## config.mk

```make
export PLATFORM = sky130hd
export DESIGN_NAME = trimmed_mean_calc
export DESIGN_NICKNAME = d
export VERILOG_FILES = /design/src/rtl/trimmed_mean_calc.sv
export SDC_FILE = /design/constraint.sdc
export NUM_CORES = 1
export LEC_CHECK = 0
export BUFFER_PORTS_ARGS = -buffer_cell sky130_fd_sc_hd__buf_2
export CELL_PAD_IN_SITES_DETAIL_PLACEMENT = 1
export CELL_PAD_IN_SITES_GLOBAL_PLACEMENT = 2
export CORE_MARGIN = 4
export CORE_UTILIZATION = 41
export CTS_CLUSTER_SIZE = 14
export DETAILED_ROUTE_END_ITERATION = 8
export PLACE_DENSITY_LB_ADDON = 0.2
export SKIP_LAST_GASP = 1
export SLEW_MARGIN = 20
export SYNTH_ARGS = -nofsm -noshare
export SYNTH_HDL_FRONTEND = slang
export SYNTH_SLANG_ARGS = --single-unit
```

## constraint.sdc

```tcl
create_clock -name clk -period 22.5 [get_ports clk]
set_input_delay 2.25 -clock clk [delete_from_list [all_inputs] [get_ports clk]]
set_output_delay 2.25 -clock clk [all_outputs]
set_load 0.02 [all_outputs]
```

## src/rtl/trimmed_mean_calc.sv

```systemverilog
// Alpha-trimmed mean core: gathers the middle DN-2*TRIM ranked samples and outputs their rounded mean.
// Latency KEEP+SW+1 cycles from accepted start to the mean_valid cycle; start is ignored while busy.
module trimmed_mean_calc #(
   parameter int DN          = 25,
   parameter int DW          = 8,
   parameter int DW_sequence = $clog2(DN),
   parameter int TRIM        = 6
) (
   input  logic                      clk,
   input  logic                      rst,
   input  logic                      start,
   input  logic [DW*DN-1:0]          data_unsort,
   input  logic [DW_sequence*DN-1:0] sequence_sorted,
   output logic [DW-1:0]             mean_out,
   output logic                      mean_valid,
   output logic                      busy,
   output logic                      range_err
);

   localparam int KEEP  = DN - 2*TRIM;
   localparam int SW    = DW + DW_sequence;
   localparam int BW    = $clog2(SW + 1);
   localparam int NSLOT = 1 << DW_sequence;

   localparam logic [DW_sequence-1:0] K_FIRST  = DW_sequence'(TRIM);
   localparam logic [DW_sequence-1:0] K_LAST   = DW_sequence'(DN - TRIM - 1);
   localparam logic [DW_sequence:0]   DN_C     = (DW_sequence+1)'(DN);
   localparam logic [SW-1:0]          KEEP_S   = SW'(KEEP);
   localparam logic [SW-1:0]          BIAS     = SW'(KEEP / 2);
   localparam logic [BW-1:0]          BIT_LAST = BW'(SW - 1);

   typedef enum logic [1:0] {S_IDLE, S_ACCUM, S_DIV, S_DONE} state_t;

   state_t                    r_state;
   state_t                    w_next;
   logic [DW*DN-1:0]          r_data;
   logic [DW_sequence*DN-1:0] r_seq;
   logic [DW_sequence-1:0]    r_k;
   logic [SW-1:0]             r_sum;
   logic [SW-1:0]             r_rem;
   logic [BW-1:0]             r_bit;
   logic [DW-1:0]             r_mean;
   logic                      r_range_err;

   logic [DW-1:0]          w_samp [NSLOT];
   logic [DW_sequence-1:0] w_slot [NSLOT];
   logic [DW_sequence-1:0] w_idx;
   logic                   w_idx_ok;
   logic [DW-1:0]          w_gath;
   logic [SW-1:0]          w_sum_acc;
   logic                   w_accum_last;
   logic [SW:0]            w_trial;
   logic                   w_ge;
   logic [SW-1:0]          w_diff;
   logic [SW-1:0]          w_quot;
   logic                   w_div_last;

   // Pad both lookup tables to a power of two so any index value selects something defined.
   for (genvar g = 0; g < NSLOT; g++) begin : g_unpack
      if (g < DN) begin : g_live
         assign w_samp[g] = r_data[g*DW +: DW];
         assign w_slot[g] = r_seq[g*DW_sequence +: DW_sequence];
      end else begin : g_pad
         assign w_samp[g] = '0;
         assign w_slot[g] = '0;
      end
   end

   assign w_idx        = w_slot[r_k];
   assign w_idx_ok     = ({1'b0, w_idx} < DN_C);
   assign w_gath       = w_idx_ok ? w_samp[w_idx] : '0;
   assign w_sum_acc    = r_sum + {{(SW-DW){1'b0}}, w_gath};
   assign w_accum_last = (r_k == K_LAST);

   // Restoring division: r_sum shifts the dividend out at the top and the quotient in at the bottom.
   assign w_trial    = {r_rem, r_sum[SW-1]};
   assign w_ge       = (w_trial >= {1'b0, KEEP_S});
   assign w_diff     = w_trial[SW-1:0] - KEEP_S;
   assign w_quot     = {r_sum[SW-2:0], w_ge};
   assign w_div_last = (r_bit == BIT_LAST);

   always_ff @(posedge clk or posedge rst) begin
      if (rst) r_state <= S_IDLE;
      else     r_state <= w_next;
   end

   always_comb begin
      w_next = r_state;
      case (r_state)
         S_IDLE:  if (start) w_next = S_ACCUM;
         S_ACCUM: if (w_accum_last) w_next = S_DIV;
         S_DIV:   if (w_div_last) w_next = S_DONE;
         S_DONE:  w_next = S_IDLE;
         default: w_next = S_IDLE;
      endcase
   end

   always_comb begin
      busy       = (r_state != S_IDLE);
      mean_valid = (r_state == S_DONE);
   end

   always_ff @(posedge clk or posedge rst) begin
      if (rst) begin
         r_data      <= '0;
         r_seq       <= '0;
         r_k         <= '0;
         r_sum       <= '0;
         r_rem       <= '0;
         r_bit       <= '0;
         r_mean      <= '0;
         r_range_err <= 1'b0;
      end else begin
         case (r_state)
            S_IDLE: begin
               if (start) begin
                  r_data      <= data_unsort;
                  r_seq       <= sequence_sorted;
                  r_k         <= K_FIRST;
                  r_sum       <= '0;
                  r_rem       <= '0;
                  r_bit       <= '0;
                  r_range_err <= 1'b0;
               end
            end
            S_ACCUM: begin
               r_k   <= r_k + 1'b1;
               r_sum <= w_accum_last ? (w_sum_acc + BIAS) : w_sum_acc;
               if (!w_idx_ok) r_range_err <= 1'b1;
            end
            S_DIV: begin
               r_rem <= w_ge ? w_diff : w_trial[SW-1:0];
               r_sum <= w_quot;
               r_bit <= r_bit + 1'b1;
               if (w_div_last) r_mean <= w_quot[DW-1:0];
            end
            default: ;
         endcase
      end
   end

   assign mean_out  = r_mean;
   assign range_err = r_range_err;

endmodule

```

* Yosys cells after proc, flatten, opt, wreduce, memory -nomap -nowiden
Cells that the tools add are included.
** Word-level totals
- Flip-flop bits (word level) :: 371
- Input bits :: 328
- Output and inout bits :: 11
- Word-level logic and storage cells :: 64
** Cells by class
- Multiplexer cells :: 23
- Eq/ne operators :: 9
- Reduce and logical (&&, ||, !) cells :: 12
- Magnitude comparators :: 4
- Bitwise logic cells :: 2
- Add/sub/neg operators :: 5
** Operators by type and width (number)
- binary-select mux 8 bit (select 5 bit) :: 1
- two-way mux 13 bit :: 3
- case mux 13 bit (3 select lines) :: 1
- case mux 13 bit (2 select lines) :: 1
- binary-select mux 5 bit (select 5 bit) :: 1
- two-way mux 8 bit :: 3
- two-way mux 5 bit :: 3
- >= comparator 14 x 4 -> 1 bit, second input constant :: 1
- adder 13 x 3 -> 13 bit, second input constant :: 1
- adder 13 x 8 -> 13 bit :: 1
- subtractor 13 x 4 -> 13 bit, second input constant :: 1
- >= comparator 6 bit, second input constant :: 2
- inverter 5 -> 6 bit :: 2
- case mux 5 bit (2 select lines) :: 1
- AND reduction 2 bit :: 5
- != test 2 bit, second input constant :: 4
- case mux 2 bit (4 select lines) :: 1
- case mux 4 bit (2 select lines) :: 1
- two-way mux 2 bit :: 3
- AND reduction 3 bit :: 2
- nonzero test 2 bit :: 3
- adder 5 x 1 -> 5 bit, second input constant :: 1
- equality test 5 bit, second input constant :: 1
- < comparator 5 bit, second input constant :: 1
- 9 further kinds :: 11

* Longest topological paths before layout
- Depth after elaboration :: 13
- Depth in mapped cells :: 26
- Depth with buffers taken out :: 21

* Worst setup path before layout
OpenSTA, ideal clock, no wires.
- Path type :: register to register
- Start :: register r_k[0]
- End :: register r_sum[12]
- Cell stages (with the launch flop) :: 24
- Library setup time :: 0.135 ns
- Buffers on the path :: 3
- Data arrival time :: 5.397 ns
- Path slack :: 16.968 ns
- Clock period less this slack :: 5.532 ns
- Required time :: 22.365 ns
- Cells stage by stage :: dfrtp_1 buf_6 buf_8 or3b_4 o22ai_2 o32ai_2 a221oi_4 buf_6 mux2_2 o211ai_1 o21ai_0 or3_1 ha_1 inv_1 fa_1 nor2b_1 o31a_1 o21a_1 or4b_2 o211ai_1 nand4b_1 o31ai_1 mux2i_1 o211ai_1
** Between the ends
- Word-level cells in the longest chain between the ends :: 13
- Elaborated cells between the ends (all ways) :: 15
- Those cells by class :: add/sub: 2; order compare: 1; eq/ne: 1; mux: 9; bitwise: 2
** RTL lines
- start: declaration :: line 38 : logic [DW_sequence-1:0] r_k;
- start signal: assignment :: line 127 : r_k <= r_k + 1'b1;
- inverter 5 -> 6 bit (not written as such) :: line 69 : assign w_idx = w_slot[r_k];
- binary-select mux 5 bit (select 5 bit) :: line 69
- two-way mux 5 bit (not written as such) (2 in series) :: line 69
- inverter 5 -> 6 bit (not written as such) :: line 71 : assign w_gath = w_idx_ok ? w_samp[w_idx] : '0;
- binary-select mux 8 bit (select 5 bit) :: line 71
- two-way mux 8 bit (not written as such) (2 in series) :: line 71
- two-way mux 8 bit :: line 71
- adder 13 x 8 -> 13 bit :: line 72 : assign w_sum_acc = r_sum + {{(SW-DW){1'b0}}, w_gath};
- adder 13 x 3 -> 13 bit :: line 128 : r_sum <= w_accum_last ? (w_sum_acc + BIAS) : w_sum_acc;
- two-way mux 13 bit * :: line 128
- case mux 13 bit (3 select lines) * :: line 114 : case (r_state)
- end signal: assignment :: line 128
- end signal: assignment :: line 133 : r_sum <= w_quot;
- end: declaration :: line 39 : logic [SW-1:0] r_sum;
Mark *: on every way between the ends. The rest lies on a longest branch, timed or not. The select of a mux whose other input is x is not followed.
A chain may end at the register's enable or synchronous reset.

* Worst setup path in the final report
Ends and elaborated chain as after synthesis.

==> reports/results.tsv <==
metric	value	unit
synth_warnings	0	
start_util	0.416	
drv_slew	0	
cts_num_sinks	371	
track_usage	0.209	
syn_inst	1350	
finalWeightedCongestion	0.817	
setup_tns	0	ns
drive_gt1_frac	0.479	
synth_largest_area_cell	dfrtp_1	
syn_nets	1698	
cts_max_level	2	
syn_to_final_growth	20.6	%
place.port_buffers	338	
synth_fa_ha_area_frac	0.0143	
clk_latency	0.57	ns
viasPerCell	5.26	
postCtsSetupRepairBufs	0	
finalHoldViolCount	0	
cpMaxStageDelayCell	buf_4	
yosysUniqueCellTypes	67	
async_flop_share	1.00	
ant_nets	0	
crit_path_max_fanout	52	
max_freq	140	MHz
final_net_count	2012	
slowest_delay	0.68	ns
ys_ff_latch	371	
cp-end-kind	register	
setup_viol	0	
synth_top_family_by_area	multiplexers	
yosys.cell_count.top_type	dfrtp_1	
yosysSeqAreaShare	0.517	
crit_required	22.94	ns
antenna_found_initial	23	
finClkSkew	0.0238	ns
synth_compound_area_frac	0.0627	
fp.dieW	217	um
dieArea	47200	um^2
cap_violations	0	
worstSetupPathType	register to register	
drc_errors	0	
outcome	finished clean	
yosys_most_used_dff	dfrtp_1	
power.total	4.16	mW
synth-xor-area-share	0.0137	
hold_path.class	register to register	
leakagePower	9.81	nW
ios	339	
wl_per_cell	21.8	um
vias	12000	
placementRows	76	
path_cells	buf_4, nor4b_2, a21o_1, o32ai_2, a221oi_4, buf_4, buf_4, mux2_2, o211ai_1, o21ai_0, or3_1, ha_1, inv_1, fa_1, nor2b_1, o31a_1, o21a_1, or4b_2, o211ai_1, nand4b_1, o31ai_1, mux2i_1, o211ai_1	
first_global_vias	13300	
startpoint_type	register	
drt-total-wl	49.8	mm
tightest_slew	1.07	ns
dp_hpwl	35.8	mm
grt_pass1_wl	77.0	mm
finalCritPeriodShare	0.317	
grt_overflow	0	
place_ws	15.34	ns
syn_avg_cell_area	13.3	um^2
clk_pin_slew	0.06	ns
firstDrtPassIters	4	
cts_buffers	42	
synthMuxAreaShare	0.317	
postCtsHoldBufs	0	
min_period	7.14	ns
yosysTopAreaCellShare	0.517	
ys_top_cells_by_count	dfrtp_1 (371), mux2_2 (347), mux2i_1 (106), nand2_1 (62), o21ai_0 (58)	
powerDensity	192	nW/um^2
crit_arrival	7.58	ns
clock_tree.buffer_depth	3	
synth_area_leaders	dfrtp_1 (52%), mux2_2 (22%), mux2i_1 (5.9%)	
synth_edf_count	0	
clockRootBuffer	clkbuf_16	
yosys.area_share.simple	0.0486	
fin_ws	15.36	ns
crit_family	compound AO/OA/AOI/OAI gates	
drt-initial-drc-count	693	
vdd_drop_max	127	uV
path_buf_inv	4	
netlist_area	18000	um^2
cts_tree	yes	
die_h	217	um
coreArea	43200	um^2
slew_headroom	0.285	
cts-resized-gates	0	
grt_start_max_net_pins	201	
fillers	4556	
grt_setup_unrepaired	no	
power by group:
group,internal (mW),total [mW],switching (mW)
sequential,0.995,1.18,0.190
clock,0.462,0.735,0.273
combinational,1.06,2.24,1.18
routing by layer:
metal  part of all wire  GRT usage  vias to the layer above
li1                   -          -                     5594
met1               0.43      0.272                     6065
met2               0.49      0.351                      242
met3              0.061     0.0559                       84
met4              0.018     0.0483                       24
met5             0.0029          0                        -
path summary, 6_finish.rpt:
path / cells after the start / slack (ns) / endpoint / from
max: 23 / 15.36 / r_sum[12] / r_k[0]
min: 2 / 0.47 / mean_out[2] / mean_out[2]
max reg2reg: 23 / 15.36 / r_sum[12] / r_k[0]
min reg2reg: 2 / 0.47 / mean_out[2] / mean_out[2]
max in group asynchronous: 4 / 18.97 / r_data[118] / rst
min in group asynchronous: 2 / 1.87 / r_seq[4] / rst
tightest hold or removal path, stage by stage (launching register included):
cell and delay [ns]:
dfrtp_1 0.33, nand2_1 0.05, o21ai_0 0.06
kinds of logic after synthesis:
group,Yosys count
adders and majority gates,20
DFF,371
xor gates and xnor gates,28
muxes,485
buffers and inverters,99
AOI/OAI and AO/OA,171
and+or+nand+nor,176
sequential cells by signal, indices dropped and copies added (netlist names):
| name | flops |
|---|---|
| r_data | 200 |
| r_state | 2 |
| r_bit | 4 |
| mean_out | 8 |
| r_rem | 13 |
| r_sum | 13 |
| range_err | 1 |
| r_seq | 125 |
| r_k | 5 |
cell type report:
class,count,area [um^2],share of cell area
Antenna cell,9,22.5,0.00104
Clock buffer,63,1290,0.0597
Clock inverter,7,185,0.00855
Inverter,17,71.3,0.00329
Multi-Input combinational cell,880,8200,0.379
Sequential cell,371,9290,0.429
Tap cell,585,732,0.0338
Timing Repair Buffer,352,1860,0.0860
stage by stage:
step                      utilization  std cells  hold WS [ns]  cell area (um^2)
after global placement          0.466       2203         0.467             20100
final                           0.502       2284         0.470             21700
after CTS                       0.500       2273         0.480             21600
after global routing            0.501       2279         0.488             21600
after floorplan                     -       1350         0.451             18000
after detailed placement        0.466       2203         0.467             20100
layout by cell type (no fill, tap or decap), types with 12 or more instances in the layout:
cell,count
a211oi_1,14
buf_2,338
nand2_1,61
ha_1,19
mux2i_1,106
clkbuf_16,45
mux2_2,347
a22oi_1,14
nor2_1,33
nor2b_1,12
inv_1,16
nand3_1,16
o21ai_0,58
xor2_1,13
a21oi_1,27
xnor2_1,15
dfrtp_1,369
mux4_2,32
(Power assumes the default switching activity.)
